==> config.mk <==
export PLATFORM = sky130hd
export DESIGN_NAME = gate_stream_encoder
export DESIGN_NICKNAME = d
export VERILOG_FILES = /design/src/rtl/gate_stream_encoder.sv
export SDC_FILE = /design/constraint.sdc
export NUM_CORES = 1
export LEC_CHECK = 0
export CAP_MARGIN = 20
export CORE_ASPECT_RATIO = 1.25
export CORE_MARGIN = 2
export CORE_UTILIZATION = 51
export CTS_BUF_LIST = sky130_fd_sc_hd__clkbuf_8
export CTS_CLUSTER_SIZE = 40
export DETAILED_ROUTE_END_ITERATION = 8
export PLACE_DENSITY = 0.93
export SLEW_MARGIN = 20
export SYNTH_ARGS = -nofsm -noshare
export SYNTH_HDL_FRONTEND = slang
export SYNTH_SLANG_ARGS = --single-unit
==> constraint.sdc <==
create_clock -name clk -period 13.8 [get_ports clk]
set_clock_uncertainty 0.05 [all_clocks]
set_input_delay 2.76 -clock clk [delete_from_list [all_inputs] [get_ports clk]]
set_output_delay 2.76 -clock clk [all_outputs]
set_load 0.01 [all_outputs]
==> src/rtl/gate_stream_encoder.sv <==
// Serializes one garbled-gate record into the byte stream consumed by the gate
// deserializer, with first/last byte markers for SPI framing.
module gate_stream_encoder #(
  parameter int ID_BYTES   = 3,
  parameter int CTXT_BYTES = 16
) (
  input  logic                    clk,
  input  logic                    rst_n,
  input  logic                    gate_valid,
  output logic                    gate_ready,
  input  logic [1:0]              gate_type,
  input  logic [8*ID_BYTES-1:0]   id_1,
  input  logic [8*ID_BYTES-1:0]   id_2,
  input  logic [8*ID_BYTES-1:0]   gate_id,
  input  logic [8*CTXT_BYTES-1:0] ctxt_1,
  input  logic [8*CTXT_BYTES-1:0] ctxt_2,
  input  logic [8*CTXT_BYTES-1:0] ctxt_3,
  output logic [7:0]              out_data,
  output logic                    out_valid,
  input  logic                    out_ready,
  output logic                    out_first,
  output logic                    out_last,
  output logic                    error
);

  localparam int MAX_BYTES = (ID_BYTES > CTXT_BYTES) ? ID_BYTES : CTXT_BYTES;
  localparam int CNT_W     = (MAX_BYTES > 1) ? $clog2(MAX_BYTES) : 1;
  localparam logic [CNT_W-1:0] ID_LAST   = CNT_W'(ID_BYTES - 1);
  localparam logic [CNT_W-1:0] CTXT_LAST = CNT_W'(CTXT_BYTES - 1);
  localparam logic [1:0] T_AND = 2'd0;
  localparam logic [1:0] T_BUF = 2'd2;
  localparam logic [1:0] T_ILL = 2'd3;

  typedef enum logic [2:0] {S_IDLE, S_HDR, S_ID1, S_ID2, S_CTXT, S_GID} state_t;

  state_t             state, state_nxt;
  logic [CNT_W-1:0]   cnt, cnt_nxt;
  logic [1:0]         idx, idx_nxt;
  logic               err, err_nxt;
  logic               hs;
  logic               accept;

  logic [1:0]              type_p0;
  logic [8*ID_BYTES-1:0]   id1_p0, id2_p0, gid_p0;
  logic [8*CTXT_BYTES-1:0] ctxt1_p0, ctxt2_p0, ctxt3_p0;

  function automatic logic [7:0] id_byte(input logic [8*ID_BYTES-1:0] v,
                                         input logic [CNT_W-1:0] i);
    return 8'(v >> {i, 3'b000});
  endfunction

  function automatic logic [7:0] ctxt_byte(input logic [8*CTXT_BYTES-1:0] v,
                                           input logic [CNT_W-1:0] i);
    return 8'(v >> {i, 3'b000});
  endfunction

  assign hs     = (state != S_IDLE) && out_ready;
  assign accept = (state == S_IDLE) && gate_valid;

  // Record latch: inputs are don't-care once accepted
  always_ff @(posedge clk) begin
    if (accept) begin
      type_p0  <= gate_type;
      id1_p0   <= id_1;
      id2_p0   <= id_2;
      gid_p0   <= gate_id;
      ctxt1_p0 <= ctxt_1;
      ctxt2_p0 <= ctxt_2;
      ctxt3_p0 <= ctxt_3;
    end
  end

  always_ff @(posedge clk or negedge rst_n) begin
    if (!rst_n) begin
      state <= S_IDLE;
      cnt   <= '0;
      idx   <= 2'd1;
      err   <= 1'b0;
    end else begin
      state <= state_nxt;
      cnt   <= cnt_nxt;
      idx   <= idx_nxt;
      err   <= err_nxt;
    end
  end

  always_comb begin
    state_nxt = state;
    cnt_nxt   = cnt;
    idx_nxt   = idx;
    err_nxt   = 1'b0;
    case (state)
      S_IDLE: if (gate_valid) begin
        if (gate_type == T_ILL) begin
          err_nxt = 1'b1;
        end else begin
          state_nxt = S_HDR;
          cnt_nxt   = '0;
        end
      end
      S_HDR: if (hs) begin
        state_nxt = S_ID1;
        cnt_nxt   = '0;
      end
      S_ID1: if (hs) begin
        if (cnt == ID_LAST) begin
          cnt_nxt   = '0;
          state_nxt = (type_p0 == T_BUF) ? S_IDLE : S_ID2;
        end else begin
          cnt_nxt = cnt + 1'b1;
        end
      end
      S_ID2: if (hs) begin
        if (cnt == ID_LAST) begin
          cnt_nxt   = '0;
          idx_nxt   = 2'd1;
          state_nxt = (type_p0 == T_AND) ? S_CTXT : S_GID;
        end else begin
          cnt_nxt = cnt + 1'b1;
        end
      end
      S_CTXT: if (hs) begin
        if (cnt == CTXT_LAST) begin
          cnt_nxt = '0;
          if (idx == 2'd3) state_nxt = S_GID;
          else             idx_nxt   = idx + 2'd1;
        end else begin
          cnt_nxt = cnt + 1'b1;
        end
      end
      S_GID: if (hs) begin
        if (cnt == ID_LAST) begin
          cnt_nxt   = '0;
          state_nxt = S_IDLE;
        end else begin
          cnt_nxt = cnt + 1'b1;
        end
      end
      default: state_nxt = S_IDLE;
    endcase
  end

  // Outputs depend only on registered state, so they hold through sink stalls
  always_comb begin
    gate_ready = (state == S_IDLE);
    out_valid  = (state != S_IDLE);
    out_first  = (state == S_HDR);
    out_last   = ((state == S_ID1) && (type_p0 == T_BUF) && (cnt == ID_LAST)) ||
                 ((state == S_GID) && (cnt == ID_LAST));
    error      = err;
    out_data   = 8'h00;
    case (state)
      S_HDR:  out_data = {6'b0, type_p0};
      S_ID1:  out_data = id_byte(id1_p0, cnt);
      S_ID2:  out_data = id_byte(id2_p0, cnt);
      S_CTXT: begin
        case (idx)
          2'd1:    out_data = ctxt_byte(ctxt1_p0, cnt);
          2'd2:    out_data = ctxt_byte(ctxt2_p0, cnt);
          default: out_data = ctxt_byte(ctxt3_p0, cnt);
        endcase
      end
      S_GID:  out_data = id_byte(gid_p0, cnt);
      default: out_data = 8'h00;
    endcase
  end

endmodule

==> metrics, run 1 <==
status=completed; TritonCTS clock tree=done; most common cell after layout, fill and taps aside=clkdlybuf4s50_1; Slew Viols, Final=0; Highest Signal Layer=met5; largest net degree at the start of global routing=149; initial core utilization=0.514; Adder-Cell Fraction of Synth Area=0.00337; IO Pins=475; Clock Tree Root=clkbuf_8; Syn Nets=1589; first-pass GRT wire length=82200 um; Fill cells=2337; first-pass iteration count of the detailed router=5; total core area=0.0361 sq mm; critical path arrival=4.76 ns; worst hold path class=reg -> reg; Synth Flop Type=edfxtp_1; layout cells sized above 1=0.0942; Max FO, Critical Path=89; Met1 Wirelength=20500 um; Total Routing Usage GR=0.299; main area contributors after synthesis=edfxtp_1, a221oi_1, a22oi_1, a21oi_1, mux2_2; XOR/XNOR Fraction of Synth Area=0; FFs w/ async S/R, synth=0.0214; Die W=175 um; synthesized area=0.0186 sq mm; number of global-route vias before repair=13328; min cycle time layout=7.57 ns; postcts setup bufs=0; crit path capture type=output port; post-cts sizing count=0; Slew @ Worst Pin=1.11 ns; CTS Sinks=468; hold_buf cts=0; routability congestion estimate=0.913; Clock Power Share=0.224; switching power total=0.00170 W; Crit Path Class=reg -> out; largest family of logic cells by synthesized area=compound AO/OA/AOI/OAI gates; met3 routed WL=5520 um; CTS Buffer Depth=3; fmax=132 MHz; clk_lat worst skew=0.61 ns; Reg power frac=0.427; drt first-iter violations=1607; RR Endpoint=ctxt3_p0[44]$_DFFE_PP_; Post-synth EDFFs=458; maxcap violations=0; Setup violations, final=0; WL final=58000 um; initial antenna violation count=9; # rows=78; CTS buffer count=71; via count=13070; Post-DP HPWL=41100 um; Worst Path Required=10.99 ns; CP endpoint=out_data[5]; worst reg-to-reg path cell count=6; Final Hold Fails=0; Simple-Gate Fraction of Synth Area=0.0352; DIE HEIGHT=217 um; Sw Ratio=0.361; Overflow after GRT=0; FF-to-FF Start=state[0]$_DFFE_PN0P_; Area Growth Syn to Fin=34.1%; PD cells=189 mW/mm^2; Die ar.=0.0380 sq mm; critical path startpoint category=flop; Internal Power=0.00301 W; vias per inst=6.12; Synth Area in Compound Gates=0.133; crit path launch=idx[0]$_DFFE_PN1P_; commonest non-fill, non-tap cells in the layout=clkdlybuf4s50_1, edfxtp_1, a221oi_1; pre-CTS setup slack=7.01 ns; RSZ-0062 raised after global routing=no; Leak=8.25 nW; register area share after synthesis=0.754; Logic pwr share=0.349; fin crit share=0.549; FF+latch count, synth=468; met2 wire length=28600 um; CTS clock-pin slew for the worst setup and hold paths=0.06 ns; VDD IR-drop max=0.107 mV; syn avg cell area=16.5 sq um; Synth cell types=67; Antenna Nets Post-Route=0; fin nets=2065; PortBufs=474; r2r setup slk=9.18 ns; setup_tns=0 ns; Syn Inst Count=1122; drt drc=0; Synth Warn #=0; final worst slack=6.23 ns; CTS HTree Levels=3; area leader, netlist=edfxtp_1; max_slew headroom=0.263; WL per Instance=27.2 um; post-synthesis mux area share=0.0472; post-synth top area share=0.741
==> power groups by stage <==
stage	clock (W)	sequential [W]	combinational, W
floorplan	0	0.00206	0.00104
global placement	0	0.00202	0.00158
detailed placement	0	0.00203	0.00161
CTS	0.00107	0.00201	0.00162
global route	0.00113	0.00203	0.00173
finish	0.00105	0.00201	0.00164
==> worst min-delay path by stage <==
stage	start	cells past startpoint	to	slack [ns]
global route	idx[0]$_DFFE_PN1P_	2	idx[0]$_DFFE_PN1P_	0.59
floorplan	idx[1]$_DFFE_PN0P_	2	idx[1]$_DFFE_PN0P_	0.50
finish	idx[0]$_DFFE_PN1P_	2	idx[0]$_DFFE_PN1P_	0.57
CTS	idx[0]$_DFFE_PN1P_	2	idx[0]$_DFFE_PN1P_	0.57
global placement	idx[0]$_DFFE_PN1P_	2	idx[0]$_DFFE_PN1P_	0.53
detailed placement	idx[0]$_DFFE_PN1P_	2	idx[0]$_DFFE_PN1P_	0.55
==> layout make-up <==
type | count | area [sq um] | share of cell area
tap | 480 | 601 | 0.0241
sequential | 468 | 14000 | 0.562
multi-input combinational | 559 | 4090 | 0.164
inverter | 11 | 48.8 | 0.00196
timing repair buffer | 487 | 4860 | 0.195
antenna | 8 | 20.0 | 0.000804
clock inverter | 46 | 240 | 0.00965
clock buffer | 75 | 1030 | 0.0414
==> sequential cells by signal, indices dropped and copies added, names as in the netlist, 3 cells and up <==
register	cells
state	3
cnt	4
ctxt3_p0	128
id2_p0	24
gid_p0	24
ctxt2_p0	128
ctxt1_p0	128
id1_p0	24
==> stage by stage <==
stage / utilization / total power (W) / instance area [sq um] / cells / hold WS (ns)
2_1_floorplan: - / 0.00310 / 18600 / 1122 / 0.497
3_3_place_gp: 0.653 / 0.00360 / 23600 / 2004 / 0.527
3_5_place_dp: 0.653 / 0.00365 / 23600 / 2004 / 0.553
4_1_cts: 0.688 / 0.00470 / 24900 / 2125 / 0.569
5_1_grt: 0.690 / 0.00489 / 24900 / 2134 / 0.595
6_report: 0.690 / 0.00470 / 24900 / 2134 / 0.566
==> Yosys cell counts (3+ instances only) <==
library cell,number
nor2_1,30
a221o_1,6
inv_1,9
buf_4,11
mux2_1,10
a21oi_1,64
mux2i_1,20
a211o_1,5
mux2_2,26
a22o_1,6
o31ai_1,3
o221ai_1,4
and3_1,3
nand2b_1,3
nand3_1,11
a211oi_1,13
buf_2,43
o22ai_1,8
nand2_1,54
dfrtp_1,9
edfxtp_1,458
buf_1,3
o211ai_1,4
o32ai_1,3
a221oi_1,85
nor3_1,18
o21ai_0,55
o21ai_1,9
o311ai_1,3
o311a_1,5
mux4_2,12
clkbuf_1,21
a22oi_1,49
a32o_1,3
ha_1,5
a31oi_1,5
buf_6,6
==> layer usage <==
metal,vias up,GRT usage
li1,5591,-
met1,6335,0.367
met2,949,0.493
met3,193,0.0601
met4,2,0.174
met5,-,0
==> critical path, stage by stage, from the launching register on <==
cell and delay [ns]:
dfstp_2 0.40, inv_1 0.10, ha_4 0.46, buf_4 0.86
a22oi_1 0.14, o21ai_0 0.46, o221ai_1 0.30, o311ai_1 0.17
a311oi_1 0.21, a211oi_1 0.31, clkdlybuf4s50_1 0.63
==> logic make-up (layout without fill, tap and decap cells) <==
family / count (synthesis) / count (layout)
other: 0 / 8
flip-flops: 468 / 468
buffers and inverters: 95 / 619
AO/OA/AOI/OAI: 347 / 347
AND/OR/NAND/NOR: 139 / 139
multiplexers: 68 / 68
adder cells (fa/ha/maj): 5 / 5
No activity file was read; power rests on OpenSTA's default activity.
==> run 2, diff against run 1 <==
==> constraint.sdc (replaced) <==
create_clock -name clk -period 7 [get_ports clk]
set_clock_uncertainty 0.05 [all_clocks]
set_input_delay 1.4 -clock clk [delete_from_list [all_inputs] [get_ports clk]]
set_output_delay 1.4 -clock clk [all_outputs]
set_load 0.01 [all_outputs]
==> metrics, run 2 (synthesis gave the netlist of run 1 again) <==
via count=13108; CTS buffer count=73; setup_tns=0 ns; number of global-route vias before repair=13261; Die ar.=0.0380 sq mm; Antenna Nets Post-Route=0; Internal Power=0.00595 W; Total Routing Usage GR=0.302; Slew @ Worst Pin=1.09 ns; initial antenna violation count=16; commonest non-fill, non-tap cells in the layout=clkdlybuf4s50_1, edfxtp_1, a221oi_1; CTS Sinks=468; final hold slack=0.583 ns; WL final=58500 um; vias per inst=6.13; TritonCTS clock tree=done; post-cts sizing count=0; Post-DP Area=0.0236 sq mm; postcts setup bufs=0; Crit path depth=10; maxcap violations=0; CP cell instances=inv_1 -> ha_4 -> buf_4 -> nor2_1 -> a32o_1 -> o311ai_1 -> o311a_1 -> a2111oi_0 -> a31oi_1 -> clkdlybuf4s50_1; drt drc=0; min-delay src=idx[0]$_DFFE_PN1P_; max_slew headroom=0.273; hold depth=2; IO Pins=475; fin crit share=0.884; worst hold path class=reg -> reg; largest net degree at the start of global routing=180; RR Endpoint=ctxt1_p0[57]$_DFFE_PP_; RSZ-0062 raised after global routing=no; critical path startpoint category=flop; Overflow after GRT=0; Post-DP HPWL=40800 um; Slowest cell on crit path=ha_4; Logic pwr share=0.354; switching power total=0.00338 W; Final Total Pwr=0.00933 W; Leak=8.25 nW; critical path arrival=4.74 ns; first-pass GRT wire length=83200 um; Setup violations, final=0; drt first-iter violations=1735; Slew Viols, Final=0; Crit Path Class=reg -> out; CTS HTree Levels=3; most common cell after layout, fill and taps aside=clkdlybuf4s50_1; min cycle time layout=6.19 ns; crit path buf inv count=3; Worst Path Required=5.55 ns; crit-path max cell delay=0.68 ns; # rows=78; r2r setup slk=3.22 ns; WL per Instance=27.3 um; clk_lat worst skew=0.63 ns; Clock Tree Root=clkbuf_8; crit path capture type=output port; Final Instance Area=0.0249 sq mm; PD cells=374 mW/mm^2; DIE HEIGHT=217 um; Sw Ratio=0.362; hold_buf cts=0; fin nets=2065; Final Hold Fails=0; routability congestion estimate=0.905; CTS Buffer Depth=3; PortBufs=474; Hold EP=idx[0]$_DFFE_PN1P_; status=completed; Clock Power Share=0.227; Die W=175 um; post-route core utilization=0.691; first-pass iteration count of the detailed router=6; FF-to-FF Start=state[0]$_DFFE_PN0P_; Max FO, Critical Path=60; Top Registers=ctxt1_p0 x128, ctxt2_p0 x128, ctxt3_p0 x128; worst reg-to-reg path cell count=6; initial core utilization=0.514; VDD IR-drop max=0.344 mV; total core area=0.0361 sq mm; CTS clock-pin slew for the worst setup and hold paths=0.06 ns; Area Growth Syn to Fin=34.3%; fmax=162 MHz; Reg power frac=0.418; CP delay by family, top=buffers and inverters; layout cells sized above 1=0.0943
run 2: changes by cell type in the layout (fill, tap and decap cells not counted), moves of 2 or more:
cell	delta
buf_12	+2
buf_4	-3
clkinv_1	-4
clkinvlp_4	+4
diode_2	+8
inv_1	+3
inv_6	-2
run 2: metal layers:
metal / global-route usage / up-vias / share of wire
met5: 0 / - / 0.00027
met4: 0.175 / 2 / 0.052
met3: 0.0746 / 171 / 0.093
met2: 0.497 / 856 / 0.50
met1: 0.365 / 6482 / 0.36
li1: - / 5597 / -
run 2: worst max-delay path by stage:
| stage | endpoint | from | slack (ns) |
|---|---|---|---|
| finish | out_data[3] | idx[0]$_DFFE_PN1P_ | 0.81 |
| global route | out_data[3] | idx[0]$_DFFE_PN1P_ | 0.68 |
| CTS | out_data[3] | idx[0]$_DFFE_PN1P_ | 0.83 |
| detailed placement | out_data[3] | idx[0]$_DFFE_PN1P_ | 1.53 |
| global placement | out_data[3] | idx[0]$_DFFE_PN1P_ | 1.58 |
| floorplan | ctxt1_p0[0]$_DFFE_PP_ | gate_valid | -1.77 |
run 2: worst min-delay path: stages, from the launching register on:
cell	delay, ns
dfstp_2	0.40
nand2_1	0.07
mux2_1	0.13
run 2: power by group through the flow:
stage               clock network [W]  registers, W  logic, W
global route                  0.00226       0.00394   0.00351
floorplan                           0       0.00397   0.00207
detailed placement                  0       0.00395   0.00326
CTS                           0.00215       0.00390   0.00327
finish                        0.00212       0.00390   0.00331
global placement                    0       0.00392   0.00319
run 2: cell type report:
type                    count  area, sq um
fillers                  2374        11200
inverters                  11         45.0
repair buffers            485         4850
diodes                     16         40.0
clock buffers              74         1020
flip-flops and latches    468        14000
multi-input cells         559         4110
clock inverters            47          267
well taps                 480          601
run 2: stage by stage:
| stage | worst slack (ns) | cells |
|---|---|---|
| after floorplan | -1.77 | 1122 |
| after global placement | 1.58 | 2003 |
| after detailed placement | 1.53 | 2003 |
| after CTS | 0.827 | 2124 |
| after global routing | 0.676 | 2140 |
| final | 0.814 | 2140 |
==> run 3, diff against run 2 <==
--- a/config.mk
+++ b/config.mk
@@ -13,6 +13,7 @@
 export CTS_CLUSTER_SIZE = 40
 export DETAILED_ROUTE_END_ITERATION = 8
 export PLACE_DENSITY = 0.93
+export SKIP_CTS_REPAIR_TIMING = 1
 export SLEW_MARGIN = 20
 export SYNTH_ARGS = -nofsm -noshare
 export SYNTH_HDL_FRONTEND = slang
==> results of run 3 <==
Final layout, timing and power as in run 2 (identical DEF).
